### config.mk
export PLATFORM = sky130hd
export DESIGN_NAME = seven_seg_capture
export DESIGN_NICKNAME = d
export VERILOG_FILES = /design/src/rtl/seven_seg_capture_pkg.sv /design/src/rtl/seven_seg_capture_pattern_decoder.sv /design/src/rtl/seven_seg_capture.sv
export SDC_FILE = /design/constraint.sdc
export NUM_CORES = 1
export LEC_CHECK = 0
export CORE_ASPECT_RATIO = 0.75
export CORE_MARGIN = 5
export CORE_UTILIZATION = 54
export CTS_CLUSTER_SIZE = 14
export DETAILED_ROUTE_END_ITERATION = 10
export PLACE_DENSITY = 0.76
export SLEW_MARGIN = 20
export SYNTH_ARGS = -nofsm -noshare
export SYNTH_HDL_FRONTEND = slang
export SYNTH_SLANG_ARGS = --single-unit
### constraint.sdc
create_clock -name clk -period 4.7 [get_ports clk]
set_input_delay 0.94 -clock clk [delete_from_list [all_inputs] [get_ports clk]]
set_output_delay 0.94 -clock clk [all_outputs]
set_load 0.02 [all_outputs]
### src/rtl/seven_seg_capture_pkg.sv
// Shared definitions for the 7-segment display capture path:
// segment patterns, digit selects, FSM states and the x10 helper.
package seven_seg_pkg;

    // Active-high pgfedcba patterns with the decimal point off.
    localparam logic [7:0] SEG_0 = 8'h3F;
    localparam logic [7:0] SEG_1 = 8'h06;
    localparam logic [7:0] SEG_2 = 8'h5B;
    localparam logic [7:0] SEG_3 = 8'h4F;
    localparam logic [7:0] SEG_4 = 8'h66;
    localparam logic [7:0] SEG_5 = 8'h6D;
    localparam logic [7:0] SEG_6 = 8'h7D;
    localparam logic [7:0] SEG_7 = 8'h07;
    localparam logic [7:0] SEG_8 = 8'h7F;
    localparam logic [7:0] SEG_9 = 8'h6F;

    localparam int DP_BIT = 7;

    localparam logic [3:0] DIG_THOUSANDS = 4'b1000;
    localparam logic [3:0] DIG_HUNDREDS  = 4'b0100;
    localparam logic [3:0] DIG_TENS      = 4'b0010;
    localparam logic [3:0] DIG_UNITS     = 4'b0001;

    typedef enum logic [1:0] {
        COLLECT,
        CONV,
        OUT
    } state_t;

    // Shift-and-add x10; callers keep the result below 2^14.
    function automatic logic [13:0] times_ten(input logic [13:0] x);
        return (x << 3) + (x << 1);
    endfunction

endpackage

### src/rtl/seven_seg_capture_pattern_decoder.sv
// Maps an active-high gfedcba segment pattern back to its BCD digit;
// match drops low for any pattern that is not one of the ten digits.
module seven_seg_pattern_decoder
    import seven_seg_pkg::*;
(
    input  logic [6:0] pattern,
    output logic [3:0] value,
    output logic       match
);

    always_comb begin
        value = 4'd0;
        match = 1'b1;
        case ({1'b0, pattern})
            SEG_0:   value = 4'd0;
            SEG_1:   value = 4'd1;
            SEG_2:   value = 4'd2;
            SEG_3:   value = 4'd3;
            SEG_4:   value = 4'd4;
            SEG_5:   value = 4'd5;
            SEG_6:   value = 4'd6;
            SEG_7:   value = 4'd7;
            SEG_8:   value = 4'd8;
            SEG_9:   value = 4'd9;
            default: match = 1'b0;
        endcase
    end

endmodule

### src/rtl/seven_seg_capture.sv
// Receive side of the multiplexed 7-segment bus: waits for each digit to settle,
// decodes it, and turns a complete 4-digit frame into a binary number plus dp map.
module seven_seg_capture
    import seven_seg_pkg::*;
#(
    parameter int SETTLE_CYCLES  = 16,
    parameter int TIMEOUT_CYCLES = 1048576,
    parameter int TIMEOUT_W      = 21
) (
    input  logic        clk,
    input  logic        rst,
    input  logic [3:0]  digit_in,
    input  logic [7:0]  segments_in,
    output logic [13:0] number_out,
    output logic [3:0]  dp_pos,
    output logic        number_valid,
    output logic        decode_error
);

    localparam int SETTLE_W = (SETTLE_CYCLES > 1) ? $clog2(SETTLE_CYCLES) : 1;
    localparam logic [SETTLE_W-1:0]  SETTLE_LAST  = SETTLE_W'(SETTLE_CYCLES - 1);
    localparam logic [TIMEOUT_W-1:0] TIMEOUT_LAST = TIMEOUT_W'(TIMEOUT_CYCLES - 1);

    logic [3:0] dig_meta, dig_s, dig_prev;
    logic [7:0] seg_meta, seg_s, seg_prev;
    logic [SETTLE_W-1:0]  settle_cnt;
    logic [TIMEOUT_W-1:0] idle_cnt;
    logic       captured;
    logic       sel_valid;
    logic [1:0] sel_idx;
    logic       dig_changed, changed, settled, capture, timeout;
    logic [3:0] dec_value;
    logic       dec_match;
    logic [3:0] slot_val [4];
    logic [3:0] slot_dp;
    logic [3:0] seen, seen_next;
    logic       frame_start;
    state_t     state, state_next;
    logic [13:0] acc;
    logic [1:0]  conv_idx;
    logic [3:0]  snap_val [4];
    logic [3:0]  snap_dp;

    // Idle level of the bus is all ones, so the synchroniser resets to that.
    always_ff @(posedge clk or posedge rst) begin
        if (rst) begin
            dig_meta <= '1;
            dig_s    <= '1;
            dig_prev <= '1;
            seg_meta <= '1;
            seg_s    <= '1;
            seg_prev <= '1;
        end else begin
            dig_meta <= digit_in;
            dig_s    <= dig_meta;
            dig_prev <= dig_s;
            seg_meta <= segments_in;
            seg_s    <= seg_meta;
            seg_prev <= seg_s;
        end
    end

    always_comb begin
        sel_valid = 1'b1;
        sel_idx   = 2'd0;
        case (~dig_s)
            DIG_THOUSANDS: sel_idx = 2'd3;
            DIG_HUNDREDS:  sel_idx = 2'd2;
            DIG_TENS:      sel_idx = 2'd1;
            DIG_UNITS:     sel_idx = 2'd0;
            default:       sel_valid = 1'b0;
        endcase
    end

    assign dig_changed = (dig_s != dig_prev);
    assign changed     = dig_changed || (seg_s != seg_prev);
    assign settled     = (settle_cnt == SETTLE_LAST);
    assign capture     = sel_valid && !changed && settled && !captured;
    assign timeout     = (idle_cnt == TIMEOUT_LAST);

    seven_seg_pattern_decoder u_decoder (
        .pattern (~seg_s[6:0]),
        .value   (dec_value),
        .match   (dec_match)
    );

    // The captured flag survives segment-only changes so a dwell yields one capture.
    always_ff @(posedge clk or posedge rst) begin
        if (rst) begin
            settle_cnt <= '0;
            captured   <= 1'b0;
            idle_cnt   <= '0;
        end else begin
            if (!sel_valid || changed)
                settle_cnt <= '0;
            else if (!settled)
                settle_cnt <= settle_cnt + 1'b1;

            if (dig_changed)
                captured <= 1'b0;
            else if (capture)
                captured <= 1'b1;

            if (capture || timeout)
                idle_cnt <= '0;
            else
                idle_cnt <= idle_cnt + 1'b1;
        end
    end

    assign frame_start = (state == COLLECT) && (seen == 4'b1111);

    always_comb begin
        seen_next = seen;
        if (frame_start)
            seen_next = '0;
        if (capture) begin
            if (dec_match)
                seen_next[sel_idx] = 1'b1;
            else
                seen_next = '0;
        end else if (timeout) begin
            seen_next = '0;
        end
    end

    always_ff @(posedge clk or posedge rst) begin
        if (rst) begin
            seen         <= '0;
            slot_val     <= '{default: '0};
            slot_dp      <= '0;
            decode_error <= 1'b0;
        end else begin
            seen         <= seen_next;
            decode_error <= capture && !dec_match;
            if (capture && dec_match) begin
                slot_val[sel_idx] <= dec_value;
                slot_dp[sel_idx]  <= ~seg_s[DP_BIT];
            end
        end
    end

    always_ff @(posedge clk or posedge rst) begin
        if (rst)
            state <= COLLECT;
        else
            state <= state_next;
    end

    always_comb begin
        state_next = state;
        case (state)
            COLLECT: if (seen == 4'b1111) state_next = CONV;
            CONV:    if (conv_idx == 2'd0) state_next = OUT;
            OUT:     state_next = COLLECT;
            default: state_next = COLLECT;
        endcase
    end

    // Conversion walks the snapshot from thousands down to units.
    always_ff @(posedge clk or posedge rst) begin
        if (rst) begin
            acc          <= '0;
            conv_idx     <= '0;
            snap_val     <= '{default: '0};
            snap_dp      <= '0;
            number_out   <= '0;
            dp_pos       <= '0;
            number_valid <= 1'b0;
        end else begin
            number_valid <= 1'b0;
            case (state)
                COLLECT: begin
                    if (frame_start) begin
                        snap_val <= slot_val;
                        snap_dp  <= slot_dp;
                        acc      <= '0;
                        conv_idx <= 2'd3;
                    end
                end
                CONV: begin
                    acc      <= times_ten(acc) + {10'd0, snap_val[conv_idx]};
                    conv_idx <= conv_idx - 2'd1;
                end
                OUT: begin
                    number_out   <= acc;
                    dp_pos       <= snap_dp;
                    number_valid <= 1'b1;
                end
                default: ;
            endcase
        end
    end

endmodule

==> flow_summary.json <==
{
  "critPathCaptureType": "flip-flop",
  "synth_seq_cells": 144,
  "htree_levels": 4,
  "worstSetupPathType": "reg2reg",
  "layout_setup_ws_ns": 1.31,
  "die_y_um": 105,
  "min_path_type": "reg2reg",
  "grt_pass1_wl_um": 21000,
  "num_vias": 4254,
  "leakagePower_nw": 3.58,
  "rsz0062_at_grt": "no",
  "r2r_start": "conv_idx[0]",
  "min_period_ns": 3.39,
  "cts_tree": "built",
  "syn-cell-area_sq_um": 6540,
  "pwr_density_cell_nw_per_um2": 352,
  "hold_start": "dig_meta[2]",
  "fin_nets": 638,
  "outcome": "finished, final reports clean",
  "synth_flop_cell": "dfrtp_1",
  "post-place-ws_ns": 1.35,
  "yosysSeqAreaShare": 0.558,
  "avgSynthCellArea_sq_um": 11.5,
  "place.port_buffers": 33,
  "start_util": 0.557,
  "critical_path.startpoint": "conv_idx[0]",
  "syn-num-nets": 609,
  "cts_setup_buffers": 0,
  "swShare": 0.226,
  "io-pin-count": 34,
  "antenna_found_initial": 0,
  "drc_errors": 0,
  "fin_worst_skew_ns": 0.00730,
  "crit_arrival_ns": 3.75,
  "finalNonFillerCells": 772,
  "worst_setup_path_start_kind": "flip-flop",
  "dpl_cell_area_sq_um": 6980,
  "n_antenna_cell": 0,
  "drt-total-wl_um": 12200,
  "p_switching_mw": 0.602,
  "drive_gt1_frac": 0.200,
  "postCtsHoldBufs": 0,
  "fin_setup_tns_ns": 0,
  "path_clk_slew_ns": 0.06,
  "grt_pass1_vias": 4401,
  "maxCapViolCount": 0,
  "combPwrFrac": 0.023,
  "drtIter0Drc": 299,
  "drtAntennaViolNets": 0,
  "wl_per_cell_um": 15.8,
  "core_area_sq_um": 11700,
  "cts_root_buf": "clkbuf_16",
  "hold_viol": 0,
  "grt.overflow.total": 0,
  "layout_common_cells": "dfrtp_1 (108), nand2_1 (82), nor2_1 (42)",
  "setup_violations": 0,
  "async_reset_ff_frac": 1.00,
  "max-clock-path-buffers": 2,
  "hpwl_um": 7900,
  "final_common_cell": "dfrtp_1",
  "fp-row-count": 34,
  "area_delta_synth_final_pct": 15.8,
  "die_w_um": 137,
  "crit_path_cell_trace": "mux4_2 -> inv_1 -> fa_1 -> inv_1 -> ha_1 -> a211oi_1 -> o21ai_0 -> a31oi_1 -> o21ai_0 -> or4_1 -> nand3_1",
  "clock_latency_ns": 0.42,
  "critPathRequiredTime_ns": 5.06,
  "final_cell_area_sq_um": 7570,
  "cts_sinks": 144,
  "ys_warn_count": 0,
  "crit_path_top_delay_cell": "mux4_2",
  "crit_fanout": 7,
  "report.final.slew_viol_count": 0,
  "cts_inserted_buffers": 17,
  "period_share": 0.722,
  "synth-edff-count": 0,
  "ys_types": 56,
  "fmax_ghz": 0.295,
  "dp_cells": 739,
  "finalPower_mw": 2.66,
  "power_frac_clock": 0.493,
  "relSlewSlack": 0.371,
  "cp_slowest_stage_delay_ns": 0.55,
  "power_frac_seq": 0.483,
  "dr.pass1.iters": 5,
  "peakVddDrop_mv": 0.252,
  "viasPerCell": 5.51,
  "postSynthCellCount": 568,
  "cts-resized-gates": 0,
  "gp_congestion": 0.884,
  "worst_pin_slew_ns": 0.944,
  "dieArea_sq_um": 14400,
  "grt_usage": 0.181,
  "grt_max_degree": 110,
  "internal_power_mw": 2.06
}
[power by group through the flow]
stage | Sequential, mW | Clock (mW) | Combinational [mW]
3_3_place_gp | 1.31 | 0 | 0.0622
4_1_cts | 1.29 | 1.34 | 0.0647
6_report | 1.29 | 1.31 | 0.0622
2_1_floorplan | 1.30 | 0 | 0.0522
3_5_place_dp | 1.31 | 0 | 0.0642
5_1_grt | 1.29 | 1.39 | 0.0713
[routing by layer]
metal	wire, um	track usage
met1	5660	0.239
met2	5820	0.290
met3	492	0.0505
met4	219	0.0641
met5	0	0
[cell type report]
cell class / instances / area (sq um)
fill: 910 / 4170
timing repair buffer: 36 / 373
inverter: 19 / 75.1
multi-input combinational: 379 / 2690
sequential: 144 / 3650
tap: 162 / 203
clock buffer: 19 / 453
clock inverter: 13 / 125
[flip-flops by register name, summed over array words and instances, names as in the netlist, 2 cells and up]
| name | cells |
|---|---|
| acc | 14 |
| seg_s | 8 |
| seg_meta | 8 |
| dig_prev | 4 |
| dig_s | 4 |
| number_out | 14 |
| slot_dp | 4 |
| state | 2 |
| conv_idx | 2 |
| settle_cnt | 4 |
| seg_prev | 8 |
| snap_dp | 4 |
| dig_meta | 4 |
| dp_pos | 4 |
| seen | 4 |
| snap_val | 16 |
| slot_val | 16 |
| idle_cnt | 21 |
[stage by stage]
| stage | util | hold WS (ns) |
|---|---|---|
| finish | 0.645 | 0.354 |
| global route | 0.645 | 0.358 |
| floorplan | - | 0.345 |
| global placement | 0.594 | 0.346 |
| CTS | 0.643 | 0.355 |
| detailed placement | 0.594 | 0.347 |
[critical path, delay by kind of cell, from the launching register on]
| family | cells | cell delay, ns |
|---|---|---|
| multiplexers | 1 | 0.55 |
| adder cells (fa/ha/maj) | 2 | 0.65 |
| AND/OR/NAND/NOR | 2 | 0.50 |
| buffers and inverters | 2 | 0.20 |
| flip-flops | 1 | 0.53 |
| AO/OA/AOI/OAI | 4 | 0.90 |
[worst paths after layout]
path                                to  slack, ns  cells past startpoint
min in group asynchronous   snap_dp[0]       1.01                      2
max in group asynchronous  seg_meta[1]       2.70                      3
setup / recovery               acc[13]       1.31                     11
setup reg to reg               acc[13]       1.31                     11
hold / removal                dig_s[2]       0.35                      0
hold reg to reg               dig_s[2]       0.35                      0
[synth_stat cells, types with 3 or more instances]
cell type  count  share of area
dfrtp_1      108           0.41
nand2_1       82          0.047
nor2_1        42          0.024
dfstp_2       36           0.14
xor2_1        33          0.044
mux2_2        28          0.048
o21ai_0       27          0.021
ha_1          25          0.048
nand3_1       20          0.015
inv_1         19          0.011
clkbuf_1      14         0.0080
a21oi_1       11         0.0084
xnor2_1        9          0.012
nor3_1         8         0.0061
buf_2          7         0.0054
mux2i_1        7          0.011
nand4_1        7         0.0067
nor4_1         6         0.0057
or4_1          5         0.0057
a211oi_1       4         0.0046
a21o_1         4         0.0046
a31oi_1        4         0.0038
and3_1         4         0.0038
and4_1         4         0.0054
buf_4          4         0.0046
mux2_4         4         0.0092
mux4_2         4          0.014
nand2b_1       3         0.0029
o21a_1         3         0.0034
[cells by family (layout without fill, tap and decap cells)]
group | Yosys count | in the layout | share of synthesized area
flip-flops | 144 | 144 | 0.558
buffers and inverters | 45 | 87 | 0.0306
AO/OA/AOI/OAI | 69 | 69 | 0.0678
adder cells (fa/ha/maj) | 27 | 27 | 0.0540
XOR/XNOR | 42 | 42 | 0.0563
AND/OR/NAND/NOR | 198 | 198 | 0.151
multiplexers | 43 | 43 | 0.0819
Note: power is estimated with default switching activity, not from simulation.
